--- config.mk ---
export PLATFORM = sky130hd
export DESIGN_NAME = ntru_modp_pack
export DESIGN_NICKNAME = d
export VERILOG_FILES = /design/src/rtl/ntru_modp_pack.sv
export SDC_FILE = /design/constraint.sdc
export NUM_CORES = 1
export LEC_CHECK = 0
export CORE_MARGIN = 4
export CORE_UTILIZATION = 59
export CTS_BUF_LIST = sky130_fd_sc_hd__clkbuf_4
export CTS_CLUSTER_DIAMETER = 200
export DETAILED_ROUTE_END_ITERATION = 7
export PLACE_DENSITY = 0.94
export SLEW_MARGIN = 30
export SYNTH_ARGS = -nofsm -noshare
export SYNTH_HDL_FRONTEND = slang
export SYNTH_SLANG_ARGS = --single-unit
--- constraint.sdc ---
create_clock -name clk -period 17.7 [get_ports clk]
set_input_delay 3.54 -clock clk [delete_from_list [all_inputs] [get_ports clk]]
set_output_delay 3.54 -clock clk [all_outputs]
set_load 0.005 [all_outputs]
--- src/rtl/ntru_modp_pack.sv ---
// Center-lifts mod-q coefficients, reduces them to trits mod 3 and packs the
// trits 2 bits each into AXI4-Stream words, flagging frames whose length is not N.
module ntru_modp_pack #(
  parameter int D_WIDTH = 32,
  parameter int N       = 11,
  parameter int q       = 2048,
  parameter int p       = 3
) (
  input  logic               clk,
  input  logic               reset,
  input  logic [D_WIDTH-1:0] din_tdata,
  input  logic               din_tvalid,
  input  logic               din_tlast,
  output logic               din_tready,
  output logic [D_WIDTH-1:0] dout_tdata,
  output logic               dout_tvalid,
  output logic               dout_tlast,
  input  logic               dout_tready,
  output logic               frame_err
);

  localparam int QW   = $clog2(q - 1);
  localparam int TPW  = D_WIDTH / 2;
  localparam int SW   = $clog2(TPW);
  localparam int CW   = $clog2(N + 1);
  localparam int EW   = 2 * ((QW + 1) / 2);
  localparam int HALF = q / 2;

  typedef enum logic {FILL = 1'b0, SEND = 1'b1} state_t;

  state_t             state_r;
  logic [SW-1:0]      slot_r;
  logic [CW-1:0]      coef_cnt_r;
  logic [D_WIDTH-1:0] pack_r;

  logic [QW-1:0]      v_s;
  logic               neg_s;
  logic [QW-1:0]      mag_s;
  logic [1:0]         rem_s;
  logic [1:0]         trit_s;
  logic [CW-1:0]      coef_inc_s;
  logic               last_beat_s;
  logic               close_s;
  logic               len_bad_s;
  logic               accept_s;
  logic [D_WIDTH-1:0] pack_ins_s;
  logic               unused_s;

  // Sum of the four base-4 digits of an 8-bit value (4 == 1 mod 3).
  function automatic logic [7:0] fold4(input logic [7:0] a);
    return 8'(a[1:0]) + 8'(a[3:2]) + 8'(a[5:4]) + 8'(a[7:6]);
  endfunction

  // Multiplier-free m mod 3: base-4 digit sums shrink the value, then at most two subtracts.
  function automatic logic [1:0] mod3(input logic [QW-1:0] m);
    logic [EW-1:0] ext;
    logic [7:0]    acc;
    ext = EW'(m);
    acc = 8'd0;
    for (int i = 0; i < EW / 2; i++) begin
      acc = acc + 8'(ext[2*i +: 2]);
    end
    acc = fold4(fold4(acc));
    if (acc >= 8'd3) acc = acc - 8'd3;
    if (acc >= 8'd3) acc = acc - 8'd3;
    return acc[1:0];
  endfunction

  assign unused_s = ^din_tdata[D_WIDTH-1:QW];

  // Lift into (-q/2, q/2] and reduce to a trit; a negative value with remainder r maps to p-r.
  always_comb begin
    v_s         = din_tdata[QW-1:0];
    neg_s       = (v_s > QW'(HALF));
    mag_s       = neg_s ? (~v_s + QW'(1)) : v_s;
    rem_s       = mod3(mag_s);
    trit_s      = (neg_s && (rem_s != 2'd0)) ? (2'(p) - rem_s) : rem_s;
    coef_inc_s  = coef_cnt_r + CW'(1);
    last_beat_s = (coef_inc_s == CW'(N));
    close_s     = din_tlast | last_beat_s;
    len_bad_s   = din_tlast ^ last_beat_s;
    accept_s    = din_tvalid & din_tready & (state_r == FILL);
    pack_ins_s  = pack_r | (D_WIDTH'(trit_s) << {slot_r, 1'b0});
  end

  // Fill/send state machine with registered stream outputs and sticky length error.
  always_ff @(posedge clk) begin
    if (!reset) begin
      state_r     <= FILL;
      slot_r      <= '0;
      coef_cnt_r  <= '0;
      pack_r      <= '0;
      din_tready  <= 1'b0;
      dout_tdata  <= '0;
      dout_tvalid <= 1'b0;
      dout_tlast  <= 1'b0;
      frame_err   <= 1'b0;
    end else begin
      case (state_r)
        FILL: begin
          din_tready <= 1'b1;
          if (accept_s) begin
            pack_r     <= pack_ins_s;
            slot_r     <= slot_r + SW'(1);
            coef_cnt_r <= coef_inc_s;
            frame_err  <= frame_err | len_bad_s;
            if (close_s || (slot_r == SW'(TPW - 1))) begin
              state_r     <= SEND;
              din_tready  <= 1'b0;
              dout_tvalid <= 1'b1;
              dout_tlast  <= close_s;
              dout_tdata  <= pack_ins_s;
            end
          end
        end
        SEND: begin
          if (dout_tready) begin
            state_r     <= FILL;
            din_tready  <= 1'b1;
            dout_tvalid <= 1'b0;
            dout_tlast  <= 1'b0;
            pack_r      <= '0;
            slot_r      <= '0;
            if (dout_tlast) coef_cnt_r <= '0;
          end
        end
        default: begin
          state_r <= FILL;
        end
      endcase
    end
  end

endmodule

==> qor.yml, run 1 <==
holdWs_ns: 0.461
layout.nets: 604
clk_pin_slew_ns: 0.14
maxCapViolations: 0
io_buffers: 51
routabilityCongestion: 0.885
cp_common_cell: "ha_1"
hpwl_mm: 7.49
synth_area_mm2: 0.00427
grt_pass1_wl_mm: 18.3
clockBufferDepth: 2
violations: "DRC"
drive_above_1_share: 0.100
ctsHoldBuffers: 0
ys_seq_area_frac: 0.361
synth_seq_cells: 77
yosysWarningCount: 0
rsz0062_at_grt: "false"
drv_slew: 0
gr-usage-all-layers: 0.260
routed_wl_mm: 11.0
synth_edf_count: 0
synthCells: 511
cp_max_fo: 18
final_util: 0.716
antenna_found_initial: 0
worstSetupEndpointType: "flop"
post-route-drc-count: 1
initial_utilization: 0.618
clock_sinks: 77
worstMarginPinSlew_ns: 0.923
start_kind: "primary input"
dieHeight_um: 93.1
cp_slowest_cell: "nor4_1"
coreArea_mm2: 0.00691
grt_pass1_vias: 4017
fin_tns_setup_ns: 0
synth.net_count: 572
r2r-start: "state_r$_SDFF_PN0_"
h-tree-depth: 3
num_vias: 4120
async_flop_share: 0
fin_skew_ns: 0.0160
maxSlewHeadroom: 0.380
insertedDiodeCount: 0
avgSynthCellArea_um2: 8.36
period_minus_slack_ns: 12.56
grt_max_degree: 38
design.die.area_mm2: 0.00867
slowest_delay_ns: 0.65
ant_nets: 0
synth_cell_type_count: 62
setup_viol: 0
cts_tree: "done"
path_class: "in2reg"
max_freq_mhz: 79.6
clk_latency_ns: 0.45
run_status: "finished, violations left"
numCtsBuffers: 9
dr.pass1.iters: 8
floorplan.io_pins: 73
arrival_ns: 12.89
hold_class: "reg2reg"
synthFlopType: "dfxtp_1"
root_buffer: "clkbuf_4"
hold_viol: 0
cts_resized: 0
wire_per_inst_um: 17.2
fin_crit_sh: 0.710
crit_start: "din_tdata[0]"
grt.overflow.total: 0
drtIter0Drc: 534
postCtsSetupRepairBufs: 0
min_from: "pack_r[31]$_SDFFE_PN0P_"
fp-row-count: 30
die_width_um: 93.1
areaGrowthSynthToFinish_pct: 15.8
required_ns: 18.03
avgViaCountPerCell: 6.40
-- registers in the layout (all words and copies together) (netlist names) --
name,flops
pack_r,32
coef_cnt_r,4
dout_tlast,1
din_tready,1
frame_err,1
slot_r,4
dout_tvalid,1
dout_tdata,32
state_r,1
-- layout by cell type, fill, tap and decap left out, drive strengths merged, types with 3 or more instances in the layout --
cell / count
a21oi: 22
a31oi: 21
a32oi: 3
and2: 3
and3: 6
buf: 5
clkbuf: 9
clkdlybuf4s50: 51
dfxtp: 77
fa: 8
ha: 16
inv: 30
mux2: 10
mux2i: 9
nand2: 67
nand2b: 6
nand3: 30
nand4: 9
nor2: 35
nor2b: 5
nor3: 8
nor4: 4
o21a: 6
o21ai: 41
o22ai: 6
o31ai: 4
o41ai: 5
or3: 6
xnor2: 7
xor2: 6
-- worst paths after layout --
kind / endpoint / slack, ns / cells past startpoint
hold reg to reg: pack_r[31]$_SDFFE_PN0P_ / 0.46 / 2
setup reg to reg: dout_tdata[1]$_SDFFE_PN0P_ / 14.88 / 5
setup / recovery: pack_r[0]$_SDFFE_PN0P_ / 5.14 / 31
hold / removal: pack_r[31]$_SDFFE_PN0P_ / 0.46 / 2
-- through the flow --
step / cells / setup WS (ns) / cell area (µm²)
global route: 644 / 4.70 / 4950
detailed placement: 627 / 4.60 / 4800
floorplan: 511 / 6.38 / 4270
CTS: 643 / 5.05 / 4930
finish: 644 / 5.14 / 4950
global placement: 627 / 4.74 / 4780
-- layout make-up --
class	instances	area, µm²
clock inverter	7	68.8
fill	536	1960
clock buffer	9	67.6
timing repair buffer	56	556
multi-input combinational	372	2490
sequential	77	1540
inverter	27	101
tap	96	120
-- synth_stat cells, types with 7 or more instances --
cell type / count / share of area
o21ai_1: 13 / 0.015
a31oi_1: 21 / 0.031
dfxtp_1: 77 / 0.36
o21ai_2: 10 / 0.021
mux2_2: 10 / 0.026
nor2_1: 34 / 0.030
ha_1: 16 / 0.047
clkbuf_1: 26 / 0.023
mux2i_1: 8 / 0.019
a21oi_1: 22 / 0.026
nand4_1: 9 / 0.013
xnor2_1: 7 / 0.014
nor3_1: 8 / 0.0094
inv_1: 27 / 0.024
fa_1: 8 / 0.037
o21ai_0: 18 / 0.021
nand2_1: 67 / 0.059
nand3_1: 29 / 0.034
-- per-layer routing --
metal  part of all wire  vias up  GRT usage
met5                  0        -          0
met4              0.037        0      0.109
met3              0.092       51     0.0628
met2               0.48      264      0.432
met1               0.39     1923      0.323
li1                   -     1882          -
-- cells by family (layout without fill, tap and decap cells) --
kind of cell | count (synthesis) | count (layout) | share of synthesized area
and+or+nand+nor | 196 | 196 | 0.229
AOI/OAI and AO/OA | 120 | 120 | 0.187
DFF | 77 | 77 | 0.361
buffers and inverters | 62 | 99 | 0.0612
adders and majority gates | 24 | 24 | 0.0844
muxes | 19 | 19 | 0.0504
xor gates and xnor gates | 13 | 13 | 0.0267
-- critical path: cells and delay by family --
| kind | cells | cell delay (ns) |
|---|---|---|
| AND/OR/NAND/NOR | 6 | 2.22 |
| multiplexers | 1 | 0.39 |
| AO/OA/AOI/OAI | 3 | 1.00 |
| XOR/XNOR | 2 | 0.40 |
| adder cells (fa/ha/maj) | 13 | 4.30 |
| buffers and inverters | 6 | 1.00 |
Power of run 1 is not shown: default switching activity piles up to over one toggle a cycle in this logic, so the estimate is an artifact.
==> inputs of run 2 (changes only) <==
Settings changed: CORE_UTILIZATION 59 to 50, PLACE_DENSITY 0.94 to 0.85.
Clock period 17.7 ns to 10.5 ns, I/O delays scaled along.
==> run 2 against run 1 <==
Effect of this change:
- the flow now finishes without violations
- clock skew is essentially flat
- sequential cell count is the same
- non-clock buffer count grew 14
- utilization shrank 9.6 points
- wire length shrank 2.2%
- first-iteration DRC count shrank 32%
- worst setup slack lost 4.8 ns
- cell area grew 3.5%
- global-route usage shrank 3.7 points
- critical path depth is the same
- critical path type unchanged
- critical endpoint is now pack_r[22]$_SDFFE_PN0P_
- largest cell class unchanged
==> qor.yml, run 2 (synthesis gave the netlist of run 1 again) <==
run_status: "completed"  # was finished, violations left
hold_class: "reg2reg"  # unchanged
layout_common_cells: "dfxtp_1, nand2_1, clkdlybuf4s50_1"  # unchanged
dp_cells: 651  # was 627
maxCapViolations: 0  # unchanged
slowest_delay_ns: 0.57  # was 0.65 ns
drive_above_1_share: 0.126  # was 0.100
routed_wl_mm: 10.8  # was 11.0 mm
numCtsBuffers: 9  # unchanged
design.die.area_mm2: 0.0101  # was 0.00867 mm²
cts_tree: "done"  # unchanged
grt_pass1_vias: 3922  # was 4017
fp-row-count: 33  # was 30
required_ns: 10.84  # was 18.03 ns
ant_nets: 0  # unchanged
root_buffer: "clkbuf_4"  # unchanged
max_freq_mhz: 98.5
drtIter0Drc: 364  # was 534
wire_per_inst_um: 16.2  # was 17.2 µm
setup_ws_ns: 0.349  # was 5.14 ns
io_buffers: 51  # unchanged
clk_latency_ns: 0.42  # was 0.45 ns
floorplan.io_pins: 73  # unchanged
post-route-drc-count: 0  # was 1
coreArea_mm2: 0.00826  # was 0.00691 mm²
grt.overflow.total: 0  # unchanged
hold_viol: 0  # unchanged
holdPathStages: 2  # unchanged
grt_pass1_wl_mm: 18.2  # was 18.3 mm
fillCellCount: 700  # was 536
grt_max_degree: 38  # unchanged
biggestRegsByFlops: "dout_tdata x32, pack_r x32"  # unchanged
drv_slew: 0  # unchanged
start_kind: "primary input"  # unchanged
antenna_found_initial: 0  # unchanged
path_class: "in2reg"  # unchanged
worstSetupEndpointType: "flop"  # unchanged
routabilityCongestion: 0.886  # was 0.885
setup_viol: 0  # unchanged
clock_sinks: 77  # unchanged
dieHeight_um: 100  # was 93.1 µm
clk_pin_slew_ns: 0.12  # was 0.14 ns
num_vias: 4001  # was 4120
arrival_ns: 10.49  # was 12.89 ns
dpl_worst_slack_ns: -0.158  # was 4.60 ns
dr.pass1.iters: 5  # was 8
period_minus_slack_ns: 10.15
cp_slowest_cell: "or4_1"  # was nor4_1
gr-usage-all-layers: 0.223  # was 0.260
avgViaCountPerCell: 6.00  # was 6.40
maxSlewHeadroom: 0.409  # was 0.380
die_width_um: 100  # was 93.1 µm
layout_commonest_cell: "dfxtp_1"  # unchanged
ctsHoldBuffers: 0  # unchanged
layoutNonFillerInstCount: 667  # was 644
hpwl_mm: 7.66  # was 7.49 mm
layout.nets: 618  # was 604
initial_utilization: 0.517  # was 0.618
h-tree-depth: 3  # unchanged
fin_crit_sh: 0.967
postCtsSetupRepairBufs: 0  # unchanged
reg2reg_depth: 5  # unchanged
cp_max_fo: 6  # was 18
cts_resized: 0  # unchanged
insertedDiodeCount: 0  # unchanged
worstMarginPinSlew_ns: 0.884  # was 0.923 ns
areaGrowthSynthToFinish_pct: 19.9  # was 15.8%
fin_skew_ns: 0.0158  # was 0.0160 ns
clockBufferDepth: 2  # unchanged
[run 2: routing by layer]
layer / track usage / vias to the layer above / wire length, µm
li1: - / 1911 / -
met1: 0.287 / 1883 / 4540
met2: 0.369 / 180 / 5190
met3: 0.0542 / 27 / 853
met4: 0.0705 / 0 / 225
met5: 0 / - / 0
[run 2: worst max-delay path: cells and delay by family]
family                     cells  cell delay, ns
adders and majority gates     13            4.25
and+or+nand+nor                5            1.87
AOI/OAI and AO/OA              5            0.97
buffers and inverters          6            0.89
xor gates and xnor gates       2            0.40
[run 2: layout make-up]
type | instances | area (µm²) | share of cell area
timing repair buffer | 70 | 678 | 0.132
clock buffer | 9 | 67.6 | 0.0132
inverter | 27 | 101 | 0.0198
clock inverter | 7 | 90.1 | 0.0176
sequential | 77 | 1540 | 0.301
tap | 105 | 131 | 0.0257
multi-input combinational | 372 | 2510 | 0.490
[run 2: path summary, 6_finish.rpt]
path,endpoint,startpoint,slack [ns]
hold / removal,pack_r[31]$_SDFFE_PN0P_,pack_r[31]$_SDFFE_PN0P_,0.46
setup / recovery,pack_r[22]$_SDFFE_PN0P_,din_tdata[1],0.35
setup reg to reg,dout_tdata[1]$_SDFFE_PN0P_,state_r$_SDFF_PN0_,7.71
hold reg to reg,pack_r[31]$_SDFFE_PN0P_,pack_r[31]$_SDFFE_PN0P_,0.46
[run 2: metrics by stage]
stage               cell area (µm²)   util  hold slack, ns  setup TNS, ns
floorplan                      4270      -           0.416              0
global placement               4930  0.597           0.434              0
detailed placement             4940  0.598           0.442          -3.33
CTS                            5100  0.617           0.460              0
global route                   5120  0.620           0.490         -0.474
finish                         5120  0.620           0.461              0
Power of run 2 is left out for the same reason.
==> inputs of run 3 (changes only) <==
Settings changed: CORE_MARGIN 4 to unset, GPL_TIMING_DRIVEN set to 0.
==> run 3 against run 2 <==
Effect of this change:
- register-to-register slack got worse by 0.17 ns
- fmax decreased by 0.22%
- wire length increased by 15%
- clock skew increased by 0.0028 ns
- critical path depth increased by 1
- non-clock buffer count increased by 22
- utilization increased by 1.2 points
- die area decreased by 12%
- worst setup slack got worse by 0.022 ns
- sequential share of layout area decreased by 0.55 points
- critical path type unchanged
==> qor.yml, run 3 (synthesis gave the netlist of run 1 again) <==
run_status: "completed"  # unchanged
dieHeight_um: 94.4  # was 100 µm
hold_class: "reg2reg"  # unchanged
cp_common_cell: "ha_1"
clk_latency_ns: 0.45  # was 0.42 ns
r2r-end: "dout_tdata[11]$_SDFFE_PN0P_"  # was dout_tdata[1]$_SDFFE_PN0P_
r2r-start: "coef_cnt_r[0]$_SDFFE_PN0P_"  # was state_r$_SDFF_PN0_
drive_above_1_share: 0.137  # was 0.126
min_from: "pack_r[31]$_SDFFE_PN0P_"  # unchanged
antenna_found_initial: 0  # unchanged
grt_max_degree: 15  # was 38
cts_tree: "done"  # unchanged
coreArea_mm2: 0.00826  # unchanged
setup_viol: 0  # unchanged
io_buffers: 50  # was 51
initial_utilization: 0.517  # unchanged
ant_nets: 0  # unchanged
h-tree-depth: 3  # unchanged
insertedDiodeCount: 0  # unchanged
routed_wl_mm: 12.4  # was 10.8 mm
holdPathStages: 2  # unchanged
postLayoutCellArea_mm2: 0.00522  # was 0.00512 mm²
layout_commonest_cell: "dfxtp_1"  # unchanged
fillCellCount: 691  # was 700
fp-row-count: 33  # unchanged
cp_max_fo: 8  # was 6
grt.overflow.total: 0  # unchanged
maxSlewHeadroom: 0.497  # was 0.409
worst_hold_path.endpoint: "pack_r[31]$_SDFFE_PN0P_"  # unchanged
num_vias: 4243  # was 4001
wire_per_inst_um: 18.0  # was 16.2 µm
design.die.area_mm2: 0.00892  # was 0.0101 mm²
start_kind: "primary input"  # unchanged
dr.pass1.iters: 5  # unchanged
max_freq_mhz: 98.3  # was 98.5 MHz
r2r_slack_ns: 7.54  # was 7.71 ns
period_minus_slack_ns: 10.17  # was 10.15 ns
hold_viol: 0  # unchanged
cp_slowest_cell: "fa_1"  # was or4_1
drv_slew: 0  # unchanged
worstMarginPinSlew_ns: 0.750  # was 0.884 ns
worst-path-buf-inv: 7  # was 6
hpwl_mm: 8.64  # was 7.66 mm
cp_top_family: "adder cells"  # unchanged
root_buffer: "clkbuf_4"  # unchanged
fin_skew_ns: 0.0186  # was 0.0158 ns
slowest_delay_ns: 0.58  # was 0.57 ns
areaGrowthSynthToFinish_pct: 22.1  # was 19.9%
maxCapViolations: 0  # unchanged
biggestRegsByFlops: "dout_tdata x32, pack_r x32"  # unchanged
clk_pin_slew_ns: 0.13  # was 0.12 ns
layout_common_cells: "dfxtp_1, nand2_1, clkdlybuf4s50_1"  # unchanged
place_area_mm2: 0.00490  # was 0.00494 mm²
post-route-drc-count: 0  # unchanged
grt_pass1_wl_mm: 19.9  # was 18.2 mm
floorplan.io_pins: 73  # unchanged
clock_sinks: 77  # unchanged
gr-usage-all-layers: 0.291  # was 0.223
layout.nets: 640  # was 618
ctsHoldBuffers: 0  # unchanged
dp_cells: 666  # was 651
avgViaCountPerCell: 6.16  # was 6.00
clockBufferDepth: 2  # unchanged
drtIter0Drc: 547  # was 364
path_class: "in2reg"  # unchanged
fin_crit_sh: 0.969  # was 0.967
routabilityCongestion: 0.963  # was 0.886
layoutNonFillerInstCount: 689  # was 667
final_util: 0.632  # was 0.620
grt_pass1_vias: 4037  # was 3922
die_width_um: 94.4  # was 100 µm
holdWs_ns: 0.459  # was 0.461 ns
arrival_ns: 10.48  # was 10.49 ns
required_ns: 10.81  # was 10.84 ns
numCtsBuffers: 9  # unchanged
worstSetupEndpointType: "flop"  # unchanged
reg2reg_depth: 11  # was 5
-- run 3: cell types whose count changed in the layout (fill, tap and decap cells not counted), sizes merged --
cell,change
buf,-3
clkbuf,+26
clkdlybuf4s50,-2
clkinv,-4
clkinvlp,+3
dlymetal6s2s,+1
inv,+1
-- run 3: area by class of cell --
class / instances / area (µm²) / share of cell area
Multi-Input combinational cell: 372 / 2550 / 0.489
Buffer: 35 / 170 / 0.0326
Clock inverter: 7 / 98.8 / 0.0190
Sequential cell: 77 / 1540 / 0.296
Timing Repair Buffer: 57 / 556 / 0.107
Inverter: 27 / 101 / 0.0194
Tap cell: 105 / 131 / 0.0252
Clock buffer: 9 / 67.6 / 0.0130
-- run 3: stage by stage --
| step | worst slack [ns] | setup TNS, ns |
|---|---|---|
| global route | -0.0222 | -0.0556 |
| CTS | 0.0107 | 0 |
| finish | 0.327 | 0 |
| global placement | -0.425 | -20.79 |
| floorplan | 0.623 | 0 |
| detailed placement | -0.731 | -40.09 |
-- run 3: timing repair --
| item | 4_1_cts | 5_1_grt |
|---|---|---|
| setup buffers | 3 | 3 |
| endpoints found under the setup margin | 62 | 64 |
| pin swaps | 1 | 5 |
| gates resized for setup | 7 | 19 |
| gates cloned | 0 | 1 |
-- run 3: per-layer routing --
layer / part of all wire / wire (µm) / vias up / global-route usage
met2: 0.48 / 5920 / 265 / 0.473
met4: 0.024 / 294 / 0 / 0.112
met3: 0.10 / 1260 / 39 / 0.0596
li1: - / - / 1952 / -
met1: 0.40 / 4950 / 1987 / 0.380
met5: 0 / 0 / - / 0
-- run 3: tightest hold or removal path, delay by kind of cell (launching register included) --
family,cells,cell delay (ns)
compound gates,1,0.05
simple gates,1,0.05
flops,1,0.33
-- run 3: worst max-delay path by stage --
stage / slack [ns] / endpoint / cells past startpoint / from
finish: 0.33 / dout_tdata[6]$_SDFFE_PN0P_ / 32 / din_tdata[1]
global route: -0.02 / dout_tdata[7]$_SDFFE_PN0P_ / 31 / din_tdata[1]
CTS: 0.01 / dout_tdata[7]$_SDFFE_PN0P_ / 31 / din_tdata[0]
detailed placement: -0.73 / dout_tdata[26]$_SDFFE_PN0P_ / 30 / din_tdata[0]
global placement: -0.42 / dout_tdata[7]$_SDFFE_PN0P_ / 31 / din_tdata[0]
floorplan: 0.62 / pack_r[12]$_SDFFE_PN0P_ / 29 / din_tdata[1]
Power of run 3 is left out for the same reason.
